File: config.mk
export PLATFORM = sky130hd
export DESIGN_NAME = axil_cfg_master_flat
export DESIGN_NICKNAME = d
export VERILOG_FILES = /design/src/rtl/axil_cfg_master_if.sv /design/src/rtl/axil_cfg_master.sv /design/src/flat_wrapper.sv
export SDC_FILE = /design/constraint.sdc
export NUM_CORES = 1
export LEC_CHECK = 0
export CORE_AREA = 5 5 230 232
export DETAILED_ROUTE_END_ITERATION = 8
export DIE_AREA = 0 0 235 237
export HOLD_SLACK_MARGIN = 0.12
export MAX_ROUTING_LAYER = met4
export PLACE_DENSITY_LB_ADDON = 0.1
export SLEW_MARGIN = 0
export SYNTH_ARGS = -nofsm -noshare
export SYNTH_HDL_FRONTEND = slang
export SYNTH_SLANG_ARGS = --single-unit
File: constraint.sdc
create_clock -name aclk -period 2.9 [get_ports aclk]
set_input_delay 0.58 -clock aclk [delete_from_list [all_inputs] [get_ports aclk]]
set_output_delay 0.58 -clock aclk [all_outputs]
set_load 0.05 [all_outputs]
File: src/rtl/axil_cfg_master_if.sv
// AXI4-Lite bundle between the command-driven cfg master and a register-file slave.
interface axil_cfg_master_if #(
    parameter int unsigned ADDR_BITS = 64,
    parameter int unsigned DATA_BITS = 64
);
    logic [ADDR_BITS-1:0]   awaddr;
    logic [2:0]             awprot;
    logic                   awvalid;
    logic                   awready;
    logic [DATA_BITS-1:0]   wdata;
    logic [DATA_BITS/8-1:0] wstrb;
    logic                   wvalid;
    logic                   wready;
    logic [1:0]             bresp;
    logic                   bvalid;
    logic                   bready;
    logic [ADDR_BITS-1:0]   araddr;
    logic [2:0]             arprot;
    logic                   arvalid;
    logic                   arready;
    logic [DATA_BITS-1:0]   rdata;
    logic [1:0]             rresp;
    logic                   rvalid;
    logic                   rready;

    modport master (
        output awaddr, awprot, awvalid, wdata, wstrb, wvalid, bready,
               araddr, arprot, arvalid, rready,
        input  awready, wready, bresp, bvalid, arready, rdata, rresp, rvalid
    );

    modport slave (
        input  awaddr, awprot, awvalid, wdata, wstrb, wvalid, bready,
               araddr, arprot, arvalid, rready,
        output awready, wready, bresp, bvalid, arready, rdata, rresp, rvalid
    );
endinterface

File: src/rtl/axil_cfg_master.sv
// Single-outstanding AXI4-Lite initiator: one cmd beat in, one AW+W/B or AR/R exchange, one rsp beat out.
// Keeps saturating counts of completed writes, reads and error responses.
module axil_cfg_master #(
    parameter int unsigned CNT_BITS       = 32,
    parameter int unsigned AXI_ADDR_BITS  = 64,
    parameter int unsigned AXIL_DATA_BITS = 64
) (
    input  logic                        aclk,
    input  logic                        aresetn,
    input  logic                        cmd_valid,
    output logic                        cmd_ready,
    input  logic                        cmd_wr,
    input  logic [AXI_ADDR_BITS-1:0]    cmd_addr,
    input  logic [AXIL_DATA_BITS-1:0]   cmd_data,
    input  logic [AXIL_DATA_BITS/8-1:0] cmd_strb,
    output logic                        rsp_valid,
    input  logic                        rsp_ready,
    output logic                        rsp_wr,
    output logic [AXIL_DATA_BITS-1:0]   rsp_data,
    output logic [1:0]                  rsp_resp,
    axil_cfg_master_if.master           axi_ctrl,
    output logic [CNT_BITS-1:0]         cnt_wr,
    output logic [CNT_BITS-1:0]         cnt_rd,
    output logic [CNT_BITS-1:0]         cnt_err
);
    typedef enum logic [2:0] {IDLE, WR, WR_B, RD_A, RD_D, RSP} state_t;

    localparam logic [CNT_BITS-1:0] CNT_ONE = 1;

    state_t                        state_q, state_d;
    logic                          cmd_ready_q, cmd_ready_d;
    logic                          rsp_valid_q, rsp_valid_d;
    logic                          rsp_wr_q, rsp_wr_d;
    logic [AXIL_DATA_BITS-1:0]     rsp_data_q, rsp_data_d;
    logic [1:0]                    rsp_resp_q, rsp_resp_d;
    logic                          awvalid_q, awvalid_d;
    logic                          wvalid_q, wvalid_d;
    logic                          arvalid_q, arvalid_d;
    logic                          bready_q, bready_d;
    logic                          rready_q, rready_d;
    logic                          aw_done_q, aw_done_d;
    logic                          w_done_q, w_done_d;
    logic [AXI_ADDR_BITS-1:0]      addr_q, addr_d;
    logic [AXIL_DATA_BITS-1:0]     data_q, data_d;
    logic [AXIL_DATA_BITS/8-1:0]   strb_q, strb_d;
    logic                          wr_q, wr_d;
    logic [CNT_BITS-1:0]           cnt_wr_q, cnt_wr_d;
    logic [CNT_BITS-1:0]           cnt_rd_q, cnt_rd_d;
    logic [CNT_BITS-1:0]           cnt_err_q, cnt_err_d;
    logic                          aw_hs, w_hs;

    function automatic logic [CNT_BITS-1:0] sat_inc(input logic [CNT_BITS-1:0] v);
        return (v == '1) ? v : v + CNT_ONE;
    endfunction

    assign aw_hs = awvalid_q && axi_ctrl.awready;
    assign w_hs  = wvalid_q && axi_ctrl.wready;

    always_comb begin
        state_d     = state_q;
        cmd_ready_d = cmd_ready_q;
        rsp_valid_d = rsp_valid_q;
        rsp_wr_d    = rsp_wr_q;
        rsp_data_d  = rsp_data_q;
        rsp_resp_d  = rsp_resp_q;
        awvalid_d   = awvalid_q;
        wvalid_d    = wvalid_q;
        arvalid_d   = arvalid_q;
        bready_d    = bready_q;
        rready_d    = rready_q;
        aw_done_d   = aw_done_q;
        w_done_d    = w_done_q;
        addr_d      = addr_q;
        data_d      = data_q;
        strb_d      = strb_q;
        wr_d        = wr_q;
        cnt_wr_d    = cnt_wr_q;
        cnt_rd_d    = cnt_rd_q;
        cnt_err_d   = cnt_err_q;

        case (state_q)
            IDLE: begin
                if (cmd_valid && cmd_ready_q) begin
                    cmd_ready_d = 1'b0;
                    addr_d      = cmd_addr;
                    data_d      = cmd_data;
                    strb_d      = cmd_strb;
                    wr_d        = cmd_wr;
                    if (cmd_wr) begin
                        state_d   = WR;
                        awvalid_d = 1'b1;
                        wvalid_d  = 1'b1;
                        aw_done_d = 1'b0;
                        w_done_d  = 1'b0;
                    end else begin
                        state_d   = RD_A;
                        arvalid_d = 1'b1;
                    end
                end
            end
            WR: begin
                // AW and W complete independently; either may finish first or both together.
                if (aw_hs) begin
                    awvalid_d = 1'b0;
                    aw_done_d = 1'b1;
                end
                if (w_hs) begin
                    wvalid_d = 1'b0;
                    w_done_d = 1'b1;
                end
                if ((aw_done_q || aw_hs) && (w_done_q || w_hs)) begin
                    state_d  = WR_B;
                    bready_d = 1'b1;
                end
            end
            WR_B: begin
                if (axi_ctrl.bvalid && bready_q) begin
                    bready_d    = 1'b0;
                    rsp_resp_d  = axi_ctrl.bresp;
                    rsp_data_d  = '0;
                    rsp_wr_d    = 1'b1;
                    rsp_valid_d = 1'b1;
                    state_d     = RSP;
                end
            end
            RD_A: begin
                if (arvalid_q && axi_ctrl.arready) begin
                    arvalid_d = 1'b0;
                    rready_d  = 1'b1;
                    state_d   = RD_D;
                end
            end
            RD_D: begin
                if (axi_ctrl.rvalid && rready_q) begin
                    rready_d    = 1'b0;
                    rsp_resp_d  = axi_ctrl.rresp;
                    rsp_data_d  = axi_ctrl.rdata;
                    rsp_wr_d    = 1'b0;
                    rsp_valid_d = 1'b1;
                    state_d     = RSP;
                end
            end
            RSP: begin
                if (rsp_ready) begin
                    rsp_valid_d = 1'b0;
                    cmd_ready_d = 1'b1;
                    state_d     = IDLE;
                end
            end
            default: state_d = IDLE;
        endcase

        // Statistics move on the edge that enters RSP.
        if (state_q != RSP && state_d == RSP) begin
            if (wr_q) cnt_wr_d = sat_inc(cnt_wr_q);
            else      cnt_rd_d = sat_inc(cnt_rd_q);
            if (rsp_resp_d != 2'b00) cnt_err_d = sat_inc(cnt_err_q);
        end
    end

    always_ff @(posedge aclk) begin
        if (!aresetn) begin
            state_q     <= IDLE;
            cmd_ready_q <= 1'b1;
            rsp_valid_q <= 1'b0;
            rsp_wr_q    <= 1'b0;
            rsp_data_q  <= '0;
            rsp_resp_q  <= '0;
            awvalid_q   <= 1'b0;
            wvalid_q    <= 1'b0;
            arvalid_q   <= 1'b0;
            bready_q    <= 1'b0;
            rready_q    <= 1'b0;
            aw_done_q   <= 1'b0;
            w_done_q    <= 1'b0;
            addr_q      <= '0;
            data_q      <= '0;
            strb_q      <= '0;
            wr_q        <= 1'b0;
            cnt_wr_q    <= '0;
            cnt_rd_q    <= '0;
            cnt_err_q   <= '0;
        end else begin
            state_q     <= state_d;
            cmd_ready_q <= cmd_ready_d;
            rsp_valid_q <= rsp_valid_d;
            rsp_wr_q    <= rsp_wr_d;
            rsp_data_q  <= rsp_data_d;
            rsp_resp_q  <= rsp_resp_d;
            awvalid_q   <= awvalid_d;
            wvalid_q    <= wvalid_d;
            arvalid_q   <= arvalid_d;
            bready_q    <= bready_d;
            rready_q    <= rready_d;
            aw_done_q   <= aw_done_d;
            w_done_q    <= w_done_d;
            addr_q      <= addr_d;
            data_q      <= data_d;
            strb_q      <= strb_d;
            wr_q        <= wr_d;
            cnt_wr_q    <= cnt_wr_d;
            cnt_rd_q    <= cnt_rd_d;
            cnt_err_q   <= cnt_err_d;
        end
    end

    assign cmd_ready = cmd_ready_q;
    assign rsp_valid = rsp_valid_q;
    assign rsp_wr    = rsp_wr_q;
    assign rsp_data  = rsp_data_q;
    assign rsp_resp  = rsp_resp_q;
    assign cnt_wr    = cnt_wr_q;
    assign cnt_rd    = cnt_rd_q;
    assign cnt_err   = cnt_err_q;

    assign axi_ctrl.awaddr  = addr_q;
    assign axi_ctrl.awprot  = 3'b000;
    assign axi_ctrl.awvalid = awvalid_q;
    assign axi_ctrl.wdata   = data_q;
    assign axi_ctrl.wstrb   = strb_q;
    assign axi_ctrl.wvalid  = wvalid_q;
    assign axi_ctrl.bready  = bready_q;
    assign axi_ctrl.araddr  = addr_q;
    assign axi_ctrl.arprot  = 3'b000;
    assign axi_ctrl.arvalid = arvalid_q;
    assign axi_ctrl.rready  = rready_q;
endmodule

File: src/flat_wrapper.sv
// flat-port wrapper written by rule: the top's interface ports become plain ports
module axil_cfg_master_flat 
#(
    parameter int unsigned CNT_BITS       = 32,
    parameter int unsigned AXI_ADDR_BITS  = 64,
    parameter int unsigned AXIL_DATA_BITS = 64
)
  (aclk, aresetn, cmd_valid, cmd_ready, cmd_wr, cmd_addr, cmd_data, cmd_strb, rsp_valid, rsp_ready, rsp_wr, rsp_data, rsp_resp, cnt_wr, cnt_rd, cnt_err, axi_ctrl_awaddr, axi_ctrl_awprot, axi_ctrl_awvalid, axi_ctrl_wdata, axi_ctrl_wstrb, axi_ctrl_wvalid, axi_ctrl_bready, axi_ctrl_araddr, axi_ctrl_arprot, axi_ctrl_arvalid, axi_ctrl_rready, axi_ctrl_awready, axi_ctrl_wready, axi_ctrl_bresp, axi_ctrl_bvalid, axi_ctrl_arready, axi_ctrl_rdata, axi_ctrl_rresp, axi_ctrl_rvalid);
  axil_cfg_master_if #(.ADDR_BITS((64)), .DATA_BITS((64))) axi_ctrl_i ();
  input  logic aclk;
  input  logic aresetn;
  input  logic cmd_valid;
  output logic cmd_ready;
  input  logic cmd_wr;
  input  logic [AXI_ADDR_BITS-1:0] cmd_addr;
  input  logic [AXIL_DATA_BITS-1:0] cmd_data;
  input  logic [AXIL_DATA_BITS/8-1:0] cmd_strb;
  output logic rsp_valid;
  input  logic rsp_ready;
  output logic rsp_wr;
  output logic [AXIL_DATA_BITS-1:0] rsp_data;
  output logic [1:0] rsp_resp;
  output logic [CNT_BITS-1:0] cnt_wr;
  output logic [CNT_BITS-1:0] cnt_rd;
  output logic [CNT_BITS-1:0] cnt_err;
  output wire logic [$bits(axi_ctrl_i.awaddr)-1:0] axi_ctrl_awaddr;
  output wire logic [$bits(axi_ctrl_i.awprot)-1:0] axi_ctrl_awprot;
  output wire logic [$bits(axi_ctrl_i.awvalid)-1:0] axi_ctrl_awvalid;
  output wire logic [$bits(axi_ctrl_i.wdata)-1:0] axi_ctrl_wdata;
  output wire logic [$bits(axi_ctrl_i.wstrb)-1:0] axi_ctrl_wstrb;
  output wire logic [$bits(axi_ctrl_i.wvalid)-1:0] axi_ctrl_wvalid;
  output wire logic [$bits(axi_ctrl_i.bready)-1:0] axi_ctrl_bready;
  output wire logic [$bits(axi_ctrl_i.araddr)-1:0] axi_ctrl_araddr;
  output wire logic [$bits(axi_ctrl_i.arprot)-1:0] axi_ctrl_arprot;
  output wire logic [$bits(axi_ctrl_i.arvalid)-1:0] axi_ctrl_arvalid;
  output wire logic [$bits(axi_ctrl_i.rready)-1:0] axi_ctrl_rready;
  input wire logic [$bits(axi_ctrl_i.awready)-1:0] axi_ctrl_awready;
  input wire logic [$bits(axi_ctrl_i.wready)-1:0] axi_ctrl_wready;
  input wire logic [$bits(axi_ctrl_i.bresp)-1:0] axi_ctrl_bresp;
  input wire logic [$bits(axi_ctrl_i.bvalid)-1:0] axi_ctrl_bvalid;
  input wire logic [$bits(axi_ctrl_i.arready)-1:0] axi_ctrl_arready;
  input wire logic [$bits(axi_ctrl_i.rdata)-1:0] axi_ctrl_rdata;
  input wire logic [$bits(axi_ctrl_i.rresp)-1:0] axi_ctrl_rresp;
  input wire logic [$bits(axi_ctrl_i.rvalid)-1:0] axi_ctrl_rvalid;
  assign axi_ctrl_awaddr = axi_ctrl_i.awaddr;
  assign axi_ctrl_awprot = axi_ctrl_i.awprot;
  assign axi_ctrl_awvalid = axi_ctrl_i.awvalid;
  assign axi_ctrl_wdata = axi_ctrl_i.wdata;
  assign axi_ctrl_wstrb = axi_ctrl_i.wstrb;
  assign axi_ctrl_wvalid = axi_ctrl_i.wvalid;
  assign axi_ctrl_bready = axi_ctrl_i.bready;
  assign axi_ctrl_araddr = axi_ctrl_i.araddr;
  assign axi_ctrl_arprot = axi_ctrl_i.arprot;
  assign axi_ctrl_arvalid = axi_ctrl_i.arvalid;
  assign axi_ctrl_rready = axi_ctrl_i.rready;
  assign axi_ctrl_i.awready = axi_ctrl_awready;
  assign axi_ctrl_i.wready = axi_ctrl_wready;
  assign axi_ctrl_i.bresp = axi_ctrl_bresp;
  assign axi_ctrl_i.bvalid = axi_ctrl_bvalid;
  assign axi_ctrl_i.arready = axi_ctrl_arready;
  assign axi_ctrl_i.rdata = axi_ctrl_rdata;
  assign axi_ctrl_i.rresp = axi_ctrl_rresp;
  assign axi_ctrl_i.rvalid = axi_ctrl_rvalid;
  axil_cfg_master #(.CNT_BITS(CNT_BITS), .AXI_ADDR_BITS(AXI_ADDR_BITS), .AXIL_DATA_BITS(AXIL_DATA_BITS)) u_core (.aclk(aclk), .aresetn(aresetn), .cmd_valid(cmd_valid), .cmd_ready(cmd_ready), .cmd_wr(cmd_wr), .cmd_addr(cmd_addr), .cmd_data(cmd_data), .cmd_strb(cmd_strb), .rsp_valid(rsp_valid), .rsp_ready(rsp_ready), .rsp_wr(rsp_wr), .rsp_data(rsp_data), .rsp_resp(rsp_resp), .axi_ctrl(axi_ctrl_i), .cnt_wr(cnt_wr), .cnt_rd(cnt_rd), .cnt_err(cnt_err));
endmodule
== After elaboration in Yosys (flattened, before gate mapping) ==
Cells that the tools add are included.
Storage, ports and cells
  output and inout port bits: 376
  register bits after elaboration: 312
  logic and storage cells: 122
  input port bits: 214
Operators by class
  add/sub/neg operators: 3
  equality and inequality tests: 20
  reduce and logical (&&, ||, !) cells: 31
  mux-type cells: 44
  bitwise logic cells: 4
Operator list (count)
  64-bit 2-to-1 mux: 2
  64-bit case mux with 2 select lines: 1
  32-bit by 1-bit adder with 32-bit output (second input constant): 3
  32-bit == test (second input constant): 3
  3-bit AND reduction: 7
  1-bit 2-to-1 mux: 20
  3-bit 2-to-1 mux: 6
  1-bit case mux with 2 select lines: 9
  3-bit case mux with 6 select lines: 1
  4-bit AND reduction: 4
  2-bit by 1-bit != test with 1-bit output (second input constant): 7
  2-bit nonzero test: 7
  3-bit == test (second input constant): 3
  1-bit logical AND: 8
  3-bit by 2-bit == test with 1-bit output (second input constant): 2
  2-bit 2-to-1 mux: 3
  2-bit != test (second input constant): 3
  1-bit inverter: 4
  2-bit case mux with 2 select lines: 1
  3-bit by 1-bit == test with 1-bit output (second input constant): 1
  3-bit zero test: 1
  3-bit != test (second input constant): 1
  1-bit case mux with 3 select lines: 1
  3-bit nonzero test: 1
  2 further kinds: 3

== Logic depth before layout (Yosys ltp) ==
  word-level depth: 8
  depth in mapped cells: 10
  mapped depth without buffers: 7

== Worst setup path after synthesis ==
No wires, ideal clock.
  kind: flip-flop to flip-flop
  from: register u_core.cnt_rd_q[0], in the netlist u_core.cnt_rd[0]
  to: register u_core.cnt_rd_q[30], in the netlist u_core.cnt_rd[30]
  cell stages (with the launch flop): 9
  buffers on the path: 1
  setup time: 0.131 ns
  path slack: 0.301 ns
  arrival time: 2.468 ns
  cell sequence: dfxtp_1 -> ha_1 -> inv_1 -> or4_1 -> a211oi_2 -> nand3_2 -> buf_2 -> o311ai_1 -> o41ai_1
Between the ends
  cells in the longest elaborated chain, start to end: 3
RTL lines
  start: declaration: line axil_cfg_master.sv:48  | logic [CNT_BITS-1:0] cnt_rd_q, cnt_rd_d;
  start signal: assignment: line axil_cfg_master.sv:202  | cnt_rd_q <= cnt_rd_d;
  parallel branches: the longest is 3 deep, another holds 32-bit by 1-bit adder with 32-bit output
Parallel ways; which one is timed is not known.
A chain may end at the register's enable or synchronous reset.

== Worst setup path in the final report ==
  from: register u_core.cnt_rd_q[6], in the netlist u_core.cnt_rd[6]
  to: register u_core.cnt_rd_q[26], in the netlist u_core.cnt_rd[26]
The elaborated chain is that of the path after synthesis.

==> impl_metrics.ini <==
[drt]
drt_pass1_iterations = 9
drc = 0
vias = 13170
drt-total-wl_um = 55540
routedWlPerCell_um = 19.61
ant_nets = 0
drtIter0Drc = 752
avgViaCountPerCell = 4.650

[grt]
grtUsageTotal_pct = 19.30
grt_pass1_wl_um = 82370
antenna_found_initial = 14
grt_pass1_vias = 12540
grt_start_max_net_pins = 140
grt-ovfl-total = 0

[cts]
clk_path_buf_depth = 3
cts.sinks = 312
cts_buffers = 39
clk_pin_slew_ns = 0.06
htreeDepth = 2
ctsResizeCount = 0
cts_tree = built
clock_latency_ns = 0.54
cts_root_buf = clkbuf_16
hold_buffers = 0
post_cts_buffers = 0

[floorplanning]
ios = 590
coreArea_sq_mm = 0.05078
die_w_um = 235
rows = 83
dieArea_sq_mm = 0.05570
initial_core_util_pct = 25.64
die_y_um = 237

[power]
p_comb_share_pct = 22.3
p_switching_mw = 3.879
switching_share_pct = 31.82
peakVddDrop_v = 0.0003089
clkPwrFrac_pct = 39.6
p_leak_nw = 6.822
seqPwrFrac_pct = 38.2
powerDensity_mw_per_mm2 = 595.0
internal-power_mw = 8.312

[run]
cap_violations = 0

[setup_path]
crit_fanout = 18
crit_path_end_kind = register
critPathArrivalTime_ns = 3.03
critPathLaunch = u_core.cnt_rd[6]$_SDFFE_PN0P_
crit_type = register to register
rr_startpoint = u_core.cnt_rd[6]$_SDFFE_PN0P_
crit_path_start_kind = register
r2r_slack_ns = 0.35
worstPathRequired_ns = 3.38

[timing]
hold_viol_final = 0
fin_crit_sh_pct = 88.06
fin_crit_ns = 2.554
finalMaxSlewViolations = 0
timing.setup.tns_ns = 0
maxSlewHeadroom_pct = 49.48
rsz0062_at_grt = false
fin_worst_skew_ns = 0.01660
finalSetupViolations = 0
holdWs_ns = 0.4495
tightest_slew_ns = 0.7577
max_freq_ghz = 0.3916

[cells_and_area]
drive_gt1_share_pct = 5.696
area_growth_pct = 57.37
nNetsFinal = 2331
fillers = 5134

[logic_synthesis]
synth_edf_count = 0
synth_seq_area_share_pct = 47.97
synthArstFlopShare_pct = 0
syn_area_per_cell_sq_um = 8.018
yosysUniqueCellTypes = 61
ys_seq_elements = 312
syn_inst = 1624
yosysWarnings = 0
synthFlopType = dfxtp_1
synth_area_sq_mm = 0.01302

[min_path]
min_path_type = register to register
holdCritStartpoint = u_core.rsp_data[20]$_SDFFE_PN0P_

[place]
gp_congestion = 0.8406
portBuffers = 583
hpwl_um = 41480

[run_status]
status = complete, no violations
## worst max-delay path, cell delays in order (launching register included)
cell and delay, ns:
dfxtp_1 0.45, nand4_1 0.25, or4_1 0.64, a211oi_2 0.31, nand3_2 0.13, buf_12 0.17
or4_1 0.39, a21oi_1 0.15
## cells in the final DEF (no fill, tap or decap), drive strengths merged, types with 11 or more instances in the layout
cell           synthesis  routed
a21oi                251     251
and4                  12      12
buf                   98      38
clkbuf                78      59
clkdlybuf4s50          0     582
dfxtp                312     312
inv                   18      18
mux2i                 11      11
nand2                403     403
nand2b                15      15
nand3                104     104
nand4                 23      23
nor2                  63      63
nor3                  24      24
nor4                  22      22
o21ai                 25      25
o31ai                 22      22
or3                   22      22
or4                   27      27
xnor2                 33      33
## cell families after synthesis
group | after synthesis | synth area share (%)
buffers and inverters | 194 | 7.995
adders and majority gates | 3 | 0.2883
muxes | 11 | 0.8456
other | 1 | 0.02880
AOI/OAI and AO/OA | 324 | 13.61
DFF | 312 | 47.97
xor gates and xnor gates | 35 | 2.354
and+or+nand+nor | 744 | 26.91
## path summary, 6_finish.rpt
| kind | endpoint | cells after the start |
|---|---|---|
| setup / recovery | u_core.cnt_rd[26]$_SDFFE_PN0P_ | 7 |
| hold / removal | u_core.rsp_data[20]$_SDFFE_PN0P_ | 2 |
| setup reg to reg | u_core.cnt_rd[26]$_SDFFE_PN0P_ | 7 |
| hold reg to reg | u_core.rsp_data[20]$_SDFFE_PN0P_ | 2 |
## Yosys cell counts (2+ instances only)
| master | n | area [sq um] |
|---|---|---|
| nand2_1 | 402 | 1509 |
| inv_1 | 18 | 67.56 |
| nor4b_1 | 2 | 17.52 |
| o31ai_1 | 22 | 165.2 |
| or3_1 | 22 | 137.6 |
| nand4_1 | 21 | 131.4 |
| and2_1 | 2 | 12.51 |
| and4_1 | 12 | 105.1 |
| buf_6 | 2 | 22.52 |
| buf_1 | 4 | 15.01 |
| a21oi_1 | 251 | 1256 |
| and3_1 | 8 | 50.05 |
| nor4_1 | 21 | 131.4 |
| o211ai_1 | 6 | 45.04 |
| xor2_1 | 2 | 17.52 |
| o21a_1 | 2 | 15.01 |
| nor2_1 | 63 | 236.5 |
| nand3_1 | 103 | 515.5 |
| buf_2 | 19 | 95.09 |
| buf_4 | 73 | 548.0 |
| a31oi_1 | 4 | 25.02 |
| nor3_1 | 23 | 115.1 |
| mux2i_1 | 11 | 110.1 |
| o41ai_1 | 2 | 17.52 |
| a222oi_1 | 2 | 20.02 |
| dfxtp_1 | 312 | 6246 |
| nand2b_1 | 15 | 93.84 |
| o21ai_0 | 24 | 120.1 |
| ha_1 | 3 | 37.54 |
| clkbuf_1 | 78 | 292.8 |
| or4_1 | 27 | 202.7 |
| xnor2_1 | 33 | 289.0 |
| or2_2 | 4 | 25.02 |
| nand3b_1 | 3 | 22.52 |
| and3_2 | 2 | 15.01 |
## routing by layer
layer	vias up	GRT usage [%]	part of all wire, %
li1	6494	-	-
met2	425	32.91	51
met4	0	5.539	2.6
met3	76	7.140	8.3
met1	6175	21.27	39
met5	-	-	0
## through the flow
| step | std cells | setup slack [ns] | power (mW) | area (sq um) | util (%) |
|---|---|---|---|---|---|
| after global routing | 2832 | 0.1632 | 12.74 | 20490 | 40.35 |
| final | 2832 | 0.3462 | 12.19 | 20490 | 40.35 |
| after global placement | 2753 | -0.001068 | 7.489 | 19200 | 37.81 |
| after detailed placement | 2753 | -0.07207 | 7.505 | 19200 | 37.81 |
| after CTS | 2822 | 0.3031 | 12.43 | 20470 | 40.30 |
| after floorplan | 1629 | 0.3012 | 6.423 | 13040 | - |
## area by class of cell
cell class	count	area, sq um	area share, %
Clock buffer	59	1184	5.776
Antenna cell	10	25.02	0.1221
Timing Repair Buffer	620	6259	30.54
Multi-Input combinational cell	1123	5772	28.17
Tap cell	680	850.8	4.152
Sequential cell	312	6246	30.48
Inverter	18	75.07	0.3664
Clock inverter	10	80.08	0.3908
## registers in the layout (all words and copies together) (netlist names), 2 cells and up
signal and count:
u_core.cnt_rd 32, u_core.axi_ctrl.wdata 64, u_core.state_q 3, u_core.axi_ctrl.wstrb 8, u_core.rsp_data 64, u_core.rsp_resp 2
u_core.axi_ctrl.araddr 64, u_core.cnt_wr 32, u_core.cnt_err 32
## power by group through the flow
stage	combinational, mW	clock, mW	sequential [mW]
after floorplan	1.06	0	5.36
after global placement	2.75	0	4.74
after detailed placement	2.75	0	4.75
after CTS	2.76	5.01	4.66
after global routing	2.87	5.18	4.68
final	2.72	4.82	4.65
No activity file was read; power rests on OpenSTA's default activity.
